--- config.mk ---
export PLATFORM = sky130hd
export DESIGN_NAME = leds_driver
export DESIGN_NICKNAME = d
export VERILOG_FILES = /design/src/rtl/leds_driver.sv
export SDC_FILE = /design/constraint.sdc
export NUM_CORES = 1
export LEC_CHECK = 0
export BUFFER_PORTS_ARGS = -buffer_cell sky130_fd_sc_hd__buf_2
export CAP_MARGIN = 20
export CORE_ASPECT_RATIO = 1.5
export CORE_MARGIN = 2
export CORE_UTILIZATION = 52
export DETAILED_ROUTE_END_ITERATION = 6
export PLACE_DENSITY = 0.74
export SLEW_MARGIN = 20
export SYNTH_ARGS = -nofsm -noshare
export SYNTH_HDL_FRONTEND = slang
export SYNTH_SLANG_ARGS = --single-unit
--- constraint.sdc ---
create_clock -name clk -period 1.4 [get_ports clk]
set_input_delay 0.07 -clock clk [delete_from_list [all_inputs] [get_ports clk]]
set_output_delay 0.07 -clock clk [all_outputs]
set_load 0.02 [all_outputs]
--- src/rtl/leds_driver.sv ---
// Five-LED board driver: d1 is an always-on indicator; d2..d5 show off / all-on / chaser / PWM by mode.
// Optional LEDS_HEARTBEAT_EN turns d1 into a 16-tick-period heartbeat.
module leds_driver #(
  parameter int TICK_DIV = 10,
  parameter int PWM_BITS = 4
) (
  input  logic                clk,
  input  logic                rst_n,
  input  logic [1:0]          mode,
  input  logic [PWM_BITS-1:0] duty,
  output logic                v6c86ce,
  output logic [3:0]          led_o
);

  localparam logic [15:0] PRE_MAX = 16'(TICK_DIV - 1);

  logic [15:0]         pre;
  logic                tick;
  logic [3:0]          pos;
  logic [3:0]          pos_next;
  logic [PWM_BITS-1:0] pwm;
  logic [1:0]          mode_prev;
  logic                pwm_on;

  assign tick   = (pre == PRE_MAX);
  assign pwm_on = (pwm < duty);

  // Entering chaser mode reloads 0001 and suppresses a coincident rotation.
  always_comb begin
    pos_next = pos;
    if (mode == 2'd2) begin
      if (mode_prev != 2'd2)
        pos_next = 4'b0001;
      else if (tick)
        pos_next = {pos[2:0], pos[3]};
    end
  end

  always_ff @(posedge clk or negedge rst_n) begin
    if (!rst_n) begin
      pre       <= 16'd0;
      pos       <= 4'b0001;
      pwm       <= '0;
      mode_prev <= 2'd0;
      led_o     <= 4'b0000;
    end else begin
      pre       <= tick ? 16'd0 : pre + 16'd1;
      pos       <= pos_next;
      pwm       <= pwm + PWM_BITS'(1);
      mode_prev <= mode;
      case (mode)
        2'd0:    led_o <= 4'b0000;
        2'd1:    led_o <= 4'b1111;
        2'd2:    led_o <= pos_next;
        default: led_o <= {4{pwm_on}};
      endcase
    end
  end

`ifdef LEDS_HEARTBEAT_EN
  logic [2:0] hb_cnt;

  always_ff @(posedge clk or negedge rst_n) begin
    if (!rst_n) begin
      hb_cnt  <= 3'd0;
      v6c86ce <= 1'b0;
    end else if (tick) begin
      hb_cnt <= hb_cnt + 3'd1;
      if (hb_cnt == 3'd7)
        v6c86ce <= ~v6c86ce;
    end
  end
`else
  always_ff @(posedge clk or negedge rst_n) begin
    if (!rst_n)
      v6c86ce <= 1'b0;
    else
      v6c86ce <= 1'b1;
  end
`endif

endmodule

# After elaboration in Yosys (flattened, before gate mapping)
# Index checks and enable logic that the tools add are counted.
# totals
regBits,31
# classes
n_addsub,2
magnitude_cmp,1
eq_ne,4
mux,5
reduce_logical,1
# ops
op,count
adder 16 x 1 -> 16 bit (second input constant),1
equality test 16 x 4 -> 1 bit (second input constant),1
2-to-1 mux 16 bit,1
2-to-1 mux 4 bit,3
one-hot mux 4 bit (3 select lines),1
adder 4 x 1 -> 4 bit (second input constant),1
< comparator 4 bit,1
equality test 2 x 1 -> 1 bit (second input constant),1
equality test 2 bit (second input constant),1
logical NOT 2 bit,1
inequality test 2 bit (second input constant),1

# Longest topological paths before layout
# Gate-level depths: netlist of run 1.
# logic_depth
depth_word,5
mapped_depth,7

# Worst setup path after synthesis of run 1
# No wires, ideal clock.
# synth_timing
kind,reg2reg
start,register pre[0]
end,register pre[9]
t_arrival_ns,1.514
t_required_ns,1.335
setup_slack_ns,-0.179
path_stages_with_launch,7
n_path_buf,1
cell_sequence,dfrtp_1 > ha_1 > nor4bb_1 > and4_1 > buf_6 > or4_1 > nand2_1
# synth_via
elab_chain_cells,2
word_cells_on_any_way,3
# synth_rtl
item,line_no,source
"start, declared",17,logic [15:0] pre;
"start signal, assigned",47,pre <= tick ? 16'd0 : pre + 16'd1;
adder 16 x 1 -> 16 bit / equality test 16 x 4 -> 1 bit (equally long branches),"47, 25",
2-to-1 mux 16 bit *,47,
# Mark *: on every way between the ends. The rest lies on a longest branch, timed or not.

# Final worst setup path of run 1
# layout_timing
start,register pre[1]
end,register pre[13]
# The elaborated chain is that of the path after synthesis.

==> results of run 1 <==
[what timing repair did]
item,in CTS,in global routing
endpoints found under the hold margin,31,0
setup buffers,1,2
resized for setup,20,11
pin swaps,17,12
endpoints found under the setup margin,20,20
hold buffers,2,0
cloned,1,0
[final timing paths]
kind	from	end	cells past startpoint
worst max-delay path	pre[1]	pre[13]	6
worst min-delay path	mode[1]	mode_prev[1]	1
worst max register to register	pre[1]	pre[13]	6
worst min register to register	pwm[0]	pwm[0]	2
max in group asynchronous	rst_n	pre[2]	2
min in group asynchronous	rst_n	v6c86ce	2
[routing by layer]
metal / vias to the layer above / global-route usage [%] / part of all wire, %
met5: - / 0 / 0
met4: 0 / 12.8 / 2.6
met3: 10 / 4.22 / 2.5
met2: 23 / 44.7 / 58
met1: 600 / 24.9 / 37
li1: 566 / - / -
[flip-flops by register name (all words and copies together), names as in the netlist]
signal	count
led_o	4
mode_prev	2
pos	4
pre	16
pwm	4
v6c86ce	1
[synthesized netlist by cell type, types with 5 or more instances]
master / count
nor2_1: 10
dfrtp_1: 30
ha_1: 6
xor2_1: 8
nand2_1: 12
o211ai_1: 6
nand4_1: 6
inv_1: 8
nand3_1: 8
xnor2_1: 6
nor3_1: 5
[area by class of cell]
| type | count | share of cell area, % |
|---|---|---|
| flip-flops and latches | 31 | 38.5 |
| multi-input cells | 91 | 37.1 |
| repair buffers | 46 | 16.6 |
| clock buffers | 5 | 3.40 |
| well taps | 37 | 2.29 |
| inverters | 8 | 1.48 |
| clock inverters | 3 | 0.741 |
[power by group]
group	total, W	internal, W	switching (W)	leakage (nW)
clock network	0.000695	0.000340	0.000355	0.0477
registers	0.000915	0.000910	0.00000515	0.397
logic	0.000102	0.0000382	0.0000640	0.535
total	0.00171	0.00129	0.000424	0.979
[critical path, cell delays in order, from the launching register on]
cell and delay [ns]:
dfrtp_1 0.42, inv_1 0.08, ha_2 0.15, nor4bb_4 0.23, and4_4 0.31, nor2_1 0.06
mux2_4 0.25
[cells by family (layout without fill, tap and decap cells)]
| family | after synthesis | after routing | share of synthesized area [%] |
|---|---|---|---|
| buffers and inverters | 12 | 62 | 3.76 |
| XOR/XNOR | 14 | 14 | 8.57 |
| multiplexers | 3 | 3 | 2.19 |
| AO/OA/AOI/OAI | 12 | 12 | 6.04 |
| AND/OR/NAND/NOR | 54 | 55 | 19.6 |
| flip-flops | 31 | 31 | 54.3 |
| adder cells (fa/ha/maj) | 6 | 6 | 5.25 |
| other | 1 | 1 | 0.262 |
[per-stage QoR]
step	std cells	total power [W]	hold slack [ns]	setup WS [ns]	utilization, %
2_1_floorplan	133	0.000971	-0.226	-0.121	-
3_3_place_gp	208	0.00102	0.138	-0.220	65.9
3_5_place_dp	208	0.00102	0.144	-0.282	65.9
4_1_cts	219	0.00170	0.0201	-0.131	74.5
5_1_grt	221	0.00176	0.0160	-0.267	76.5
6_report	221	0.00171	0.0161	-0.224	76.5
==> flow_metrics.env, run 1 <==
export IMPL_antenna_found_initial=0
export IMPL_fp_dieArea_um2=3190
export IMPL_yosys_warnings=0
export IMPL_avgRoutedWirePerCell_um=15.5
export IMPL_ys_types=33
export IMPL_row_count=23
export IMPL_ir_worst_vdd_mv=0.874
export IMPL_syn_nets=147
export IMPL_core_area_um2=2650
export IMPL_die_w_um=46.8
export IMPL_pin_count=13
export IMPL_start_util_pct=54.0
export IMPL_tightest_slew_ns=0.674
export IMPL_hpwl_um=2100
export IMPL_final_area_um2=2030
export IMPL_synth_edf_count=0
export IMPL_drive_above_1_share_pct=41.8
export IMPL_clockRootBuffer="clkbuf_8"
export IMPL_hp_class="in -> reg"
export IMPL_power_leakage_nw=0.979
export IMPL_rrSetupSlack_ns=-0.22
export IMPL_drt_total_wl_um=3430
export IMPL_fill_cells=167
export IMPL_first_pass_iters=4
export IMPL_ys_ff_latch=31
export IMPL_grt_start_max_net_pins=32
export IMPL_clk_path_buf_depth=2
export IMPL_grt_pass1_vias=1243
export IMPL_path_class="reg -> reg"
export IMPL_syn_cell_area_um2=1430
export IMPL_vias_per_cell=5.43
export IMPL_detail_route_antenna_nets=0
export IMPL_fin_ws_ns=-0.224
export IMPL_htreeDepth=2
export IMPL_synth_ff_type="dfrtp_1"
export IMPL_finClkSkew_ns=0.00481
export IMPL_slew_viol_final=0
export IMPL_setup_viol=19
export IMPL_post_route_period_util_pct=116
export IMPL_first_iter_violations=23
export IMPL_clkTransAtPathRegs_ns=0.07
export IMPL_grt_total_usage_pct=24.4
export IMPL_synthTopCellsByArea="dfrtp_1 52%, ha_1 5.2%, xor2_1 4.9%, xnor2_1 3.7%, nand2_1 3.1%"
export IMPL_rsz0062_at_grt="yes"
export IMPL_nets=197
export IMPL_dr_total_vias=1199
export IMPL_numCtsBuffers=5
export IMPL_synth_async_reset_ratio_pct=100
export IMPL_drv_cap=0
export IMPL_p_per_area_nw_per_um2=845
export IMPL_synth_seq_area_share_pct=54.3
export IMPL_grt_ovfl_total=0
export IMPL_yosysTopAreaCell="dfrtp_1"
export IMPL_dieHeight_um=68.2
export IMPL_dpl_cell_area_um2=1750
export IMPL_multiInputGateArea_um2=751
export IMPL_required_ns=1.58
export IMPL_grt_pass1_wl_um=5380
export IMPL_synth_cells=133
export IMPL_hold_viol_final=0
export IMPL_min_period_ns=1.62
export IMPL_violations="negative setup slack"
export IMPL_arrival_ns=1.80
export IMPL_worstSetupEndpointType="register"
export IMPL_final_setup_tns_ns=-2.41
export IMPL_drc=0
export IMPL_status="finished with violations"
export IMPL_synthToLayoutAreaGrowth_pct=41.6
export IMPL_worst_path_max_fanout=5
export IMPL_relSlewSlack_pct=55.0
export IMPL_synth_top_area_share_pct=52.5
export IMPL_gp_congestion=0.844
export IMPL_cts_sinks=31
export IMPL_clkLatencyLatePin_ns=0.29
export IMPL_max_freq_ghz=0.616
export IMPL_cts_tree="built"
export IMPL_seq_area_um2=779
export IMPL_port_buffers=12
export IMPL_layout_common_cells="28 x dfrtp_1, 28 x buf_4, 12 x nand2_1, 12 x buf_2"
export IMPL_syn_area_per_cell_um2=10.8
export IMPL_n_antenna_cell=0
export IMPL_startpoint_type="register"
Note: power is estimated with default switching activity, not from simulation.
==> run 2, diff against run 1 <==
- ABC_AREA: default -> 1
- CTS_CLUSTER_SIZE: default -> 8
==> run 2 against run 1 <==
The flow still finishes with violations (negative setup slack). Clock power increased by 0.6%. Critical path depth rose by 5. Utilization down 8.7 points. Global-route usage decreased by 3.8 points. Combinational power is 14% lower. First-iteration DRC count is 4.3% higher. Synthesized area is 8.7% higher. Clock-buffer cell count is 1 higher. Final area down 3.5%. Sequential power increased by 0.8%. Largest cell class unchanged.
==> flow_metrics.env, run 2 <==
export IMPL_p_comb_share_pct=5.1
export IMPL_rsz0062_at_grt="yes"
export IMPL_n_antenna_cell=0
export IMPL_drt_total_wl_um=3180
export IMPL_syn_nets=195
export IMPL_avgRoutedWirePerCell_um=12.6
export IMPL_hold_viol_final=0
export IMPL_row_count=24
export IMPL_synth_most_common_cell="nand2_1"
export IMPL_antenna_found_initial=0
export IMPL_p_int_w=0.00133
export IMPL_synth_async_reset_ratio_pct=100
export IMPL_status="finished with violations"
export IMPL_syn_cell_area_um2=1550
export IMPL_startpoint_type="register"
export IMPL_setup_viol=2
export IMPL_syn_area_per_cell_um2=8.59
export IMPL_synth_top_cells_by_count="32 x nand2_1, 30 x dfrtp_1, 30 x inv_1, 21 x nor2_1, 17 x nand3_1"
export IMPL_hp_class="in -> async"
export IMPL_nets=227
export IMPL_drive_above_1_share_pct=28.6
export IMPL_synthToLayoutAreaGrowth_pct=25.8
export IMPL_first_iter_violations=24
export IMPL_grt_start_max_net_pins=32
export IMPL_fin_ws_ns=-0.0182
export IMPL_grt_ovfl_total=0
export IMPL_clkTransAtPathRegs_ns=0.06
export IMPL_start_util_pct=53.9
export IMPL_relSlewSlack_pct=55.8
export IMPL_yosys_warnings=0
export IMPL_path_class="reg -> reg"
export IMPL_dr_total_vias=1310
export IMPL_yosysTopAreaCell="dfrtp_1"
export IMPL_p_seq_share_pct=54.0
export IMPL_vias_per_cell=5.20
export IMPL_clockRootBuffer="clkbuf_8"
export IMPL_worstSetupEndpointType="register"
export IMPL_worst_path_max_fanout=6
export IMPL_clkLatencyLatePin_ns=0.28
export IMPL_die_w_um=48.6
export IMPL_grt_pass1_wl_um=5440
export IMPL_synth_cells=181
export IMPL_htreeDepth=2
export IMPL_ys_ff_latch=31
export IMPL_clk_path_buf_depth=2
export IMPL_swShare_pct=22.1
export IMPL_largest_reg_flops=16
export IMPL_cts_sinks=31
export IMPL_final_setup_tns_ns=-0.0276
export IMPL_drc=0
export IMPL_synth_top_area_share_pct=48.3
export IMPL_pin_count=13
export IMPL_arrival_ns=1.59
export IMPL_hpwl_um=2280
export IMPL_layout_common_cells="29 x dfrtp_1, 28 x inv_1, 27 x nand2_1"
export IMPL_synth_seq_area_share_pct=50.0
export IMPL_pwr_share_clk_pct=40.9
export IMPL_required_ns=1.57
export IMPL_synthTopCellsByArea="dfrtp_1 48%, nand2_1 7.7%, inv_1 7.2%, nand3_1 5.5%, nor2_1 5.1%"
export IMPL_synth_ff_type="dfrtp_1"
export IMPL_power_leakage_nw=1.07
export IMPL_dieHeight_um=71.0
export IMPL_numCtsBuffers=5
export IMPL_seq_area_um2=778
export IMPL_core_area_um2=2880
export IMPL_cts_tree="built"
export IMPL_fill_cells=238
export IMPL_p_total_w=0.00171
export IMPL_min_period_ns=1.42
export IMPL_drv_cap=0
export IMPL_final_common_cell="dfrtp_1"
export IMPL_power_switching_w=0.000378
export IMPL_ir_worst_vdd_mv=0.775
export IMPL_max_freq_ghz=0.705
export IMPL_detail_route_antenna_nets=0
export IMPL_slew_viol_final=0
export IMPL_grt_total_usage_pct=20.6
export IMPL_violations="negative setup slack"
export IMPL_post_route_period_util_pct=101
export IMPL_tightest_slew_ns=0.663
export IMPL_holdWs_ns=0.350
export IMPL_port_buffers=12
export IMPL_synth_edf_count=0
export IMPL_multiInputGateArea_um2=758
export IMPL_ys_types=22
export IMPL_p_per_area_nw_per_um2=875
export IMPL_first_pass_iters=4
export IMPL_grt_pass1_vias=1376
export IMPL_fp_dieArea_um2=3450
export IMPL_finClkSkew_ns=0.00423
export IMPL_gp_congestion=0.901
export IMPL_regMostFlops="pre"
run 2: cell types whose count changed after synthesis, sizes merged, moves of 4 or more:
cell,previous run,this run
nor2,10,27
o211ai,6,0
nand4,6,2
inv,8,31
xnor2,6,2
nand3,8,17
nand2,12,36
o21ai,1,6
run 2: power groups by stage:
| stage | registers [W] | clock network (W) | logic, W |
|---|---|---|---|
| 6_report | 0.000922 | 0.000699 | 0.0000879 |
| 3_5_place_dp | 0.000937 | 0 | 0.0000778 |
| 5_1_grt | 0.000922 | 0.000752 | 0.0000999 |
| 2_1_floorplan | 0.000948 | 0 | 0.0000241 |
| 4_1_cts | 0.000921 | 0.000722 | 0.0000840 |
| 3_3_place_gp | 0.000937 | 0 | 0.0000752 |
run 2: worst max-delay path, cell delays in order (launching register included):
cell and delay (ns):
dfrtp_1 0.43, inv_2 0.10, ha_4 0.14, nand2_2 0.05, inv_2 0.05, nand2_2 0.05, nor2_4 0.14, nand2_4 0.10
nand2_2 0.08, nand3_2 0.06, nand2_2 0.06, nand2_1 0.05
run 2: final timing paths:
kind                         start  endpoint  slack (ns)  cells after the start
setup / recovery            pre[1]  led_o[0]       -0.02                     11
hold / removal               rst_n   pre[12]        0.35                      2
setup reg to reg            pre[1]  led_o[0]       -0.02                     11
hold reg to reg             pwm[0]    pwm[0]        0.48                      1
max in group asynchronous    rst_n    pre[0]        0.58                      2
min in group clk           duty[0]  led_o[0]        0.37                      7
run 2: cell families (layout without fill, tap and decap cells):
group	Yosys count	in the layout	share of synthesized area (%)
AO/OA/AOI/OAI	11	11	3.86
AND/OR/NAND/NOR	90	90	27.4
flip-flops	31	31	50.0
XOR/XNOR	11	11	6.20
buffers and inverters	31	63	7.49
other	1	1	0.241
adder cells (fa/ha/maj)	6	6	4.83
run 2: layout make-up:
cell class	count	share of cell area, %
clock inverters	1	0.256
well taps	39	2.50
inverters	31	5.95
multi-input cells	119	38.8
flip-flops and latches	31	39.8
clock buffers	6	4.23
repair buffers	25	8.45
run 2: what timing repair did:
| item | CTS | global route |
|---|---|---|
| resized for setup | 8 | 20 |
| pin swaps | 4 | 10 |
| endpoints found under the hold margin | 32 | 0 |
| endpoints found under the setup margin | 9 | 18 |
| hold buffers | 3 | 0 |
| setup buffers | 2 | 1 |
run 2: metal layers:
metal  wire [um]  track usage (%)
met3         106             4.01
met2        1800             39.7
met1        1160             19.5
met4         116             12.4
met5           0                0
run 2: metrics by stage:
| step | instance area [um2] | setup WS (ns) | std cells | util [%] |
|---|---|---|---|---|
| floorplan | 1550 | 0.102 | 181 | - |
| global placement | 1720 | 0.0148 | 239 | 59.5 |
| detailed placement | 1720 | -0.0683 | 239 | 59.5 |
| CTS | 1880 | -0.0352 | 251 | 65.1 |
| global route | 1950 | -0.122 | 252 | 67.8 |
| finish | 1950 | -0.0182 | 252 | 67.8 |
